### src/rtl/mat_vec_pkg.sv
// Shared helpers for the streaming matrix-vector MAC: accumulator width,
// operand slice offsets and the sign/zero extension fill bit.
package mat_vec_pkg;

  // Result width: full product, growth of an Ndata-term sum, plus guard bits
  // so that column tiles can be accumulated across beats.
  function automatic int acc_width(input int nbits, input int ndata, input int acc_ext);
    return 2 * nbits + $clog2(ndata) + acc_ext;
  endfunction

  // Bit offset of element idx inside a packed vector of nbits-wide elements.
  function automatic int elem_lsb(input int idx, input int nbits);
    return idx * nbits;
  endfunction

  // Bit offset of row r inside the packed matrix operand.
  function automatic int row_lsb(input int row, input int ndata, input int nbits);
    return row * ndata * nbits;
  endfunction

  // Fill bit used when widening an operand: copies the MSB in signed mode,
  // zero in unsigned mode.
  function automatic logic ext_fill(input logic msb, input bit sgn);
    return sgn & msb;
  endfunction

endpackage

### src/rtl/mat_vec_mac_stream_row_dot.sv
// One matrix row dot product: Ndata widened products registered (stage 1),
// then summed and registered (stage 2). Both stages advance only on en.
module row_dot
  import mat_vec_pkg::*;
#(
  parameter int Ndata  = 4,
  parameter int Nbits  = 4,
  parameter int SIGNED = 0,
  parameter int ACCW   = 14
) (
  input  logic                   clk,
  input  logic                   reset,
  input  logic                   en,
  input  logic [Ndata*Nbits-1:0] row,
  input  logic [Ndata*Nbits-1:0] x,
  output logic [ACCW-1:0]        sum
);

  logic [ACCW-1:0] prod_d [Ndata];
  logic [ACCW-1:0] prod_q [Ndata];
  logic [ACCW-1:0] sum_d;

  // Widen both operands to ACCW before multiplying; the low ACCW bits of the
  // product are then correct for both two's complement and unsigned data.
  for (genvar c = 0; c < Ndata; c++) begin : g_elem
    logic [Nbits-1:0] a;
    logic [Nbits-1:0] b;
    logic [ACCW-1:0]  a_ext;
    logic [ACCW-1:0]  b_ext;
    assign a     = row[elem_lsb(c, Nbits) +: Nbits];
    assign b     = x[elem_lsb(c, Nbits) +: Nbits];
    assign a_ext = {{(ACCW-Nbits){ext_fill(a[Nbits-1], SIGNED != 0)}}, a};
    assign b_ext = {{(ACCW-Nbits){ext_fill(b[Nbits-1], SIGNED != 0)}}, b};
    assign prod_d[c] = a_ext * b_ext;
  end

  // Stage 1: product registers, held while the pipeline is stalled.
  always_ff @(posedge clk or negedge reset) begin
    if (!reset) begin
      for (int c = 0; c < Ndata; c++) prod_q[c] <= '0;
    end else if (en) begin
      for (int c = 0; c < Ndata; c++) prod_q[c] <= prod_d[c];
    end
  end

  // Sum of the registered products, wrapping modulo 2^ACCW.
  always_comb begin
    sum_d = '0;
    for (int c = 0; c < Ndata; c++) sum_d = sum_d + prod_q[c];
  end

  // Stage 2: per-row partial sum register.
  always_ff @(posedge clk or negedge reset) begin
    if (!reset) sum <= '0;
    else if (en) sum <= sum_d;
  end

endmodule

### src/rtl/mat_vec_mac_stream.sv
// Streaming matrix-vector multiply-accumulate, out = M * X, with optional
// accumulation across beats so wide matrices can be tiled by column.
//
// Handshake: a beat transfers on a rising edge where valid & ready are both
// high; the source holds valid and its payload stable until that edge, and
// ready never depends on valid. Here one global enable advances all three
// stages together, so in_ready is simply "the output register can move".
module mat_vec_mac_stream
  import mat_vec_pkg::*;
#(
  parameter int Mdata   = 4,
  parameter int Ndata   = 4,
  parameter int Nbits   = 4,
  parameter int SIGNED  = 0,
  parameter int ACC_EXT = 4
) (
  input  logic                                                clk,
  input  logic                                                reset,
  input  logic                                                in_valid,
  output logic                                                in_ready,
  input  logic [Mdata*Ndata*Nbits-1:0]                        M,
  input  logic [Ndata*Nbits-1:0]                              X,
  input  logic                                                in_first,
  input  logic                                                in_last,
  output logic                                                out_valid,
  input  logic                                                out_ready,
  output logic [Mdata*acc_width(Nbits, Ndata, ACC_EXT)-1:0]   out
);

  localparam int ACCW = acc_width(Nbits, Ndata, ACC_EXT);

  logic            en;
  logic            live;
  logic            accept;
  logic            v1, f1, l1;
  logic            v2, f2, l2;
  logic [ACCW-1:0] partial [Mdata];
  logic [ACCW-1:0] acc_q   [Mdata];
  logic [ACCW-1:0] acc_new [Mdata];

  // Everything moves unless a finished result is waiting on the consumer.
  assign en       = ~(out_valid & ~out_ready);
  assign in_ready = en & live;
  assign accept   = in_valid & in_ready;

  // Keeps in_ready low while reset is held; rises on the first clock after.
  always_ff @(posedge clk or negedge reset) begin
    if (!reset) live <= 1'b0;
    else        live <= 1'b1;
  end

  // Beat valid and first/last flags travel alongside the data stages.
  always_ff @(posedge clk or negedge reset) begin
    if (!reset) begin
      v1 <= 1'b0; f1 <= 1'b0; l1 <= 1'b0;
      v2 <= 1'b0; f2 <= 1'b0; l2 <= 1'b0;
    end else if (en) begin
      v1 <= accept;
      f1 <= in_first;
      l1 <= in_last;
      v2 <= v1;
      f2 <= f1;
      l2 <= l1;
    end
  end

  // One dot-product pipeline per output row.
  for (genvar r = 0; r < Mdata; r++) begin : g_row
    row_dot #(
      .Ndata  (Ndata),
      .Nbits  (Nbits),
      .SIGNED (SIGNED),
      .ACCW   (ACCW)
    ) u_row (
      .clk   (clk),
      .reset (reset),
      .en    (en),
      .row   (M[row_lsb(r, Ndata, Nbits) +: Ndata*Nbits]),
      .x     (X),
      .sum   (partial[r])
    );
  end

  // A first beat restarts the accumulation; later beats add to it.
  always_comb begin
    for (int r = 0; r < Mdata; r++) acc_new[r] = '0;
    for (int r = 0; r < Mdata; r++) acc_new[r] = f2 ? partial[r] : acc_q[r] + partial[r];
  end

  // Stage 3: accumulators and the output register. Only last beats publish;
  // when en is high any displayed result is being consumed, so out_valid
  // falls unless a new last beat replaces it in the same cycle.
  always_ff @(posedge clk or negedge reset) begin
    if (!reset) begin
      for (int r = 0; r < Mdata; r++) acc_q[r] <= '0;
      out_valid <= 1'b0;
      out       <= '0;
    end else if (en) begin
      if (v2) begin
        for (int r = 0; r < Mdata; r++) acc_q[r] <= acc_new[r];
      end
      if (v2 && l2) begin
        out_valid <= 1'b1;
        for (int r = 0; r < Mdata; r++) out[r*ACCW +: ACCW] <= acc_new[r];
      end else begin
        out_valid <= 1'b0;
      end
    end
  end

endmodule

### config.mk
export PLATFORM = sky130hd
export DESIGN_NAME = mat_vec_mac_stream
export DESIGN_NICKNAME = d
export VERILOG_FILES = /design/src/rtl/mat_vec_pkg.sv /design/src/rtl/mat_vec_mac_stream_row_dot.sv /design/src/rtl/mat_vec_mac_stream.sv
export SDC_FILE = /design/constraint.sdc
export NUM_CORES = 1
export LEC_CHECK = 0
export ABC_AREA = 1
export ABC_CLOCK_PERIOD_IN_PS = 7300
export CORE_AREA = 2 2 207 209
export DETAILED_ROUTE_END_ITERATION = 8
export DIE_AREA = 0 0 209 211
export PLACE_DENSITY_LB_ADDON = 0.25
export SLEW_MARGIN = 20
export SYNTH_ARGS = -nofsm -noshare
export SYNTH_HDL_FRONTEND = slang
export SYNTH_HIERARCHICAL = 1
export SYNTH_SLANG_ARGS = --single-unit
### constraint.sdc
create_clock -name clk -period 7.3 [get_ports clk]
set_clock_uncertainty 0.05 [all_clocks]
set_input_delay 1.095 -clock clk [delete_from_list [all_inputs] [get_ports clk]]
set_output_delay 1.095 -clock clk [all_outputs]
set_load 0.01 [all_outputs]
==> flow_metrics.tcl, run 1 <==
set metrics [dict create \
    cap_violations 0 \
    worstPathRequired_ns 7.65 \
    syn_to_final_growth_pct 11.5 \
    arrival_ns 4.46 \
    route.detailed.drc 0 \
    hold_class "reg -> reg" \
    finalSetupTns_ns 0 \
    dpl.hpwl_mm 45.0 \
    slew_violations 0 \
    grt_use_total_pct 28.0 \
    grt_pass1_vias 21000 \
    synth_top_family_by_area "simple AND/OR/NAND/NOR gates" \
    topRoutingLayerUsed "met4" \
    slowest_delay_ns 1.02 \
    dp_slack_ns 2.70 \
    postSynthAreaPerCell_um2 7.33 \
    m1WireLength_mm 27.2 \
    dpl_cell_area_mm2 0.0266 \
    finalHoldViolCount 0 \
    critPathSlowestCell "clkdlybuf4s50_1" \
    crit_type "in -> reg" \
    ios 144 \
    synthFlopType "dfrtp_1" \
    post_drt_wl_per_cell_um 14.6 \
    cts_tree "done" \
    cp_num_buf_inv 2 \
    ant_nets 0 \
    htreeDepth 2 \
    min_period_ns 4.11 \
    die_x_um 209 \
    clk_pin_slew_ns 0.06 \
    grt_pass1_wl_mm 101 \
    crit_top_cell "nand2_1" \
    end_kind "flip-flop" \
    clock-sinks 288 \
    drt_pass1_iterations 7 \
    cp_max_fo 16 \
    synth_edf_count 0 \
    layout_common_cells "nand2_1 (1195), inv_1 (626), dfrtp_1 (288), ha_1 (280), nand3_1 (209)" \
    initial_core_util_pct 59.5 \
    clock_latency_ns 0.56 \
    synthCells 3391 \
    overflow 0 \
    die_h_um 211 \
    post_cts_buffers 0 \
    async_flop_share_pct 100 \
    synthXorXnorAreaFrac_pct 0.282 \
    drive_gt1_share_pct 3.74 \
    ir_drop_mv 0.209 \
    synth_mux_area_share_pct 0 \
    cts_hold_buffers 0 \
    p_total_mw 10.8 \
    relSlewSlack_pct 31.0 \
    clock_tree.root_cell "clkbuf_16" \
    fin_nets 4004 \
    grt_max_degree 100 \
    status "finished, final reports clean" \
    fin_area_mm2 0.0277 \
    antenna_found_initial 2 \
    cts_buffer_depth 3 \
    worstPathCellList "clkdlybuf4s50_1, nand2_1, fa_1, inv_1, fa_1, fa_1, nand2_1, nand2_1, a21oi_1, nand2_1, nand3_1, o21ai_1" \
    power.density_mw_per_mm2 390 \
    vias 21300 \
    rows 75 \
    synthDistinctLibCells 40 \
    fin_hold_ws_ns 0.427 \
    synth-seq-cells 288 \
    ys_warn_count 6 \
    gp_congestion 0.894 \
    max_freq_mhz 243 \
    fin_crit_sh_pct 56.4 \
    netlist_area_mm2 0.0248 \
    die-area_mm2 0.0441 \
    cp_top_family "adder cells" \
    cts_inserted_buffers 34 \
    finalWorstSetupSlack_ns 3.19 \
    met2WireLength_mm 27.4 \
    worst_pin_slew_ns 1.03 \
    drtIter0Drc 1459 \
    coreArea_mm2 0.0418 \
    rsz0062_at_grt "no" \
    start_kind "input port" \
    port_buffers 143 \
    multi_input_area_mm2 0.0148 \
    yosys.area_share.adder_pct 24.7 \
    leakage_nw 16.6 \
    synth-compound-area-share_pct 5.78 \
    seqCellArea_mm2 0.00721 \
    setup-violations-final 0 \
    fillers 3575 \
    ys_seq_area_share_pct 29.0 \
    via_per_inst 5.22 \
    final_common_cell "nand2_1" \
    ctsResizeCount 0 \
    route.met3.wl_mm 3.24 \
    synth_simple_gate_area_share_pct 28.5 \
    wl_mm 59.6 \
]
-- logic make-up after synthesis --
group | count (synthesis)
compound gates | 253
xor+xnor | 8
fa+ha+maj | 412
buf+inv | 724
flops | 288
other cells | 5
simple gates | 1701
-- stage by stage --
step | cells | util (%)
finish | 4072 | 66.4
global route | 4072 | 66.4
CTS | 4070 | 66.4
detailed placement | 4009 | 63.7
global placement | 4009 | 63.7
floorplan | 3403 | -
-- flip-flops by register name (all words and copies together), names as in the netlist, 40 cells and up --
name	count
g_row.u_row/prod_q	128
acc_q	56
out	56
g_row.u_row/sum	40
-- per-layer routing --
metal  global-route usage (%)  up-vias
met3                     3.43       97
met5                        0        -
met1                     38.4    10000
li1                         -    10700
met4                     9.24        0
met2                     46.4      506
-- where the power goes --
| group | leakage (nW) | switching [mW] | internal (mW) |
|---|---|---|---|
| logic | 12.5 | 3.92 | 2.60 |
| registers | 3.51 | 0.379 | 2.20 |
| clock network | 0.554 | 0.709 | 1.02 |
-- synthesized netlist by cell type (2+ instances only) --
cell type / instances / area (um2)
nand2_1: 1195 / 4490
inv_1: 627 / 2350
dfrtp_1: 288 / 7210
ha_1: 280 / 3500
nand3_1: 209 / 1050
nor2_1: 163 / 612
fa_1: 132 / 2640
a21oi_1: 64 / 320
o21ai_0: 54 / 270
o21ai_1: 54 / 270
buf_2: 45 / 225
nand3b_1: 45 / 338
a31oi_1: 36 / 225
or2_2: 28 / 175
buf_4: 22 / 165
o22ai_1: 22 / 138
or2_1: 16 / 100
nand4_1: 13 / 81.3
clkbuf_1: 11 / 41.3
nand2_2: 10 / 62.6
and2_1: 9 / 56.3
and2_4: 8 / 70.1
o22ai_2: 7 / 87.6
xnor2_1: 7 / 61.3
a21o_1: 6 / 45.0
buf_1: 5 / 18.8
clkinv_1: 5 / 18.8
conb_1: 5 / 18.8
inv_2: 5 / 18.8
a211oi_1: 4 / 30.0
a22oi_1: 3 / 22.5
a21oi_2: 2 / 17.5
buf_8: 2 / 30.0
nor2_2: 2 / 12.5
nor2_4: 2 / 22.5
-- final timing paths --
| kind | from | to | slack (ns) | depth (start not counted) |
|---|---|---|---|---|
| min in group asynchronous | reset | v1 | 0.45 | 1 |
| worst min-delay path | g_row[1].u_row/prod_q[49] | g_row[1].u_row/prod_q[49] | 0.43 | 2 |
| worst max register to register | out_valid | out[28] | 3.99 | 8 |
| max in group asynchronous | reset | g_row[3].u_row/prod_q[19] | 5.37 | 2 |
| worst max-delay path | X[3] | g_row[0].u_row/prod_q[48] | 3.19 | 12 |
| worst min register to register | g_row[1].u_row/prod_q[49] | g_row[1].u_row/prod_q[49] | 0.43 | 2 |
-- layout make-up --
cell class                      count  share of cell area [%]
Timing Repair Buffer              153                    5.45
Multi-Input combinational cell   2391                    53.4
Inverter                          638                    8.67
Sequential cell                   288                    26.0
Clock buffer                       50                    3.58
Tap cell                          539                    2.43
Clock inverter                     11                   0.460
Antenna cell                        2                  0.0181
-- tightest hold or removal path: stages (launching register included) --
cell and delay, ns:
dfrtp_1 0.34, nand2_1 0.05, nand2_1 0.05
No activity file was read; power rests on OpenSTA's default activity.
==> run 2, diff against run 1 <==
Settings changed: ABC_CLOCK_PERIOD_IN_PS 7300 to 4250.
Clock period 7.3 ns to 4.25 ns, I/O delays scaled along.
==> flow_metrics.tcl, run 2 (same netlist as run 1, synthesis figures left out) <==
set metrics [dict create \
    top_register "g_row.u_row/prod_q" \
    status "finished, final reports clean" \
    slew_violations 0 \
    r2r_cells 15 \
    relSlewSlack_pct 39.8 \
    crit_top_cell "nand2_1" \
    critPathSlowestCell "clkdlybuf4s50_1" \
    arrival_ns 3.89 \
    grt_use_total_pct 28.7 \
    clock-sinks 288 \
    ios 144 \
    cts_inserted_buffers 35 \
    post_cts_buffers 0 \
    hold_class "in -> async" \
    end_kind "flip-flop" \
    power.density_mw_per_mm2 669 \
    largest_reg_flops 128 \
    cap_violations 0 \
    clock_latency_ns 0.54 \
    antenna_found_initial 2 \
    worstPathRequired_ns 4.59 \
    cp_max_fo 14 \
    start_kind "input port" \
    gp_congestion 0.891 \
    leakage_nw 16.7 \
    cp_num_buf_inv 2 \
    die_x_um 209 \
    cts_tree "done" \
    rsz0062_at_grt "no" \
    grt_max_degree 143 \
    drtIter0Drc 1614 \
    htreeDepth 2 \
    max_freq_mhz 282 \
    port_buffers 143 \
    vias 21600 \
    drt_pass1_iterations 6 \
    cts_buffer_depth 3 \
    drive_gt1_share_pct 4.31 \
    via_per_inst 5.28 \
    finalWorstSetupSlack_ns 0.702 \
    cts_hold_buffers 0 \
    wl_mm 61.1 \
    clock_tree.root_cell "clkbuf_16" \
    worst_pin_slew_ns 0.900 \
    r2r_start "g_row[3].u_row/prod_q[1]" \
    finalSetupTns_ns 0 \
    slowest_delay_ns 0.92 \
    post_drt_wl_per_cell_um 15.0 \
    crit_type "in -> reg" \
    initial_core_util_pct 59.5 \
    ctsResizeCount 0 \
    coreArea_mm2 0.0418 \
    grt_pass1_wl_mm 103 \
    rows 75 \
    layout_common_cells "nand2_1 (1195), inv_1 (626), dfrtp_1 (288), ha_1 (280), nand3_1 (209)" \
    top_regs "g_row.u_row/prod_q (128), acc_q (56), out (56)" \
    dpl.hpwl_mm 47.1 \
    grt_pass1_vias 21400 \
    setup-violations-final 0 \
    die_h_um 211 \
    die-area_mm2 0.0441 \
    reg2reg_slack_ns 1.36 \
    r2r_end "g_row[3].u_row/sum[7]" \
    min_period_ns 3.55 \
    dp_slack_ns 0.222 \
    cp_top_family "adder cells" \
    overflow 0 \
    route.detailed.drc 0 \
    worstPathCellList "clkdlybuf4s50_1, nand2_1, fa_1, inv_1, fa_1, fa_1, nand2_1, nand2_1, a21oi_1, nand2_1, nand3_1, o21ai_1" \
    ant_nets 0 \
    fin_nets 4025 \
    finalHoldViolCount 0 \
    ir_drop_mv 0.346 \
    syn_to_final_growth_pct 12.6 \
    clk_pin_slew_ns 0.06 \
    final_common_cell "nand2_1" \
    fin_crit_sh_pct 83.5 \
]
run 2: cell types whose count changed in the layout (fill, tap and decap cells not counted), sizes merged:
cell	delta
clkinv	-1
buf	+20
bufinv	+2
clkbuf	-1
inv	-2
run 2: how the worst max path moves through the flow:
stage                from                         to  slack [ns]  cells after the start
global placement     X[3]  g_row[0].u_row/prod_q[48]        0.28                     12
CTS                  X[3]  g_row[1].u_row/prod_q[48]        0.78                     12
global route         X[2]  g_row[0].u_row/prod_q[48]        0.62                     12
detailed placement   X[3]  g_row[1].u_row/prod_q[48]        0.22                     12
floorplan           M[12]   g_row[0].u_row/prod_q[6]        1.36                     14
finish               X[3]  g_row[1].u_row/prod_q[48]        0.70                     12
run 2: metrics by stage:
step	power (mW)	util (%)	area, um2	cells	hold WS (ns)
after global placement	15.0	64.1	26800	4029	0.414
final	18.7	67.0	28000	4090	0.0889
after floorplan	12.5	-	24900	3403	0.292
after detailed placement	15.5	64.1	26800	4029	0.415
after CTS	18.7	67.0	28000	4088	0.121
after global routing	20.7	67.0	28000	4090	0.174
run 2: cell type report:
cell class / instances / area [um2]
multi-input combinational: 2391 / 14800
clock buffer: 49 / 1040
tap: 539 / 674
clock inverter: 10 / 154
fill: 3523 / 13800
timing repair buffer: 173 / 1700
antenna: 2 / 5.00
inverter: 638 / 2400
sequential: 288 / 7210
run 2: where the power goes:
group	internal (mW)	total (mW)	switching [mW]	leakage, nW
clock network	1.94	3.12	1.18	0.592
logic	4.47	11.2	6.71	12.6
registers	3.77	4.41	0.638	3.51
run 2: per-layer routing:
metal	vias to the layer above	part of all wire (%)	global-route usage (%)
li1	10700	-	-
met1	10200	46	39.6
met2	580	46	47.9
met3	108	5.2	3.27
met4	0	2.8	8.45
met5	-	0	0
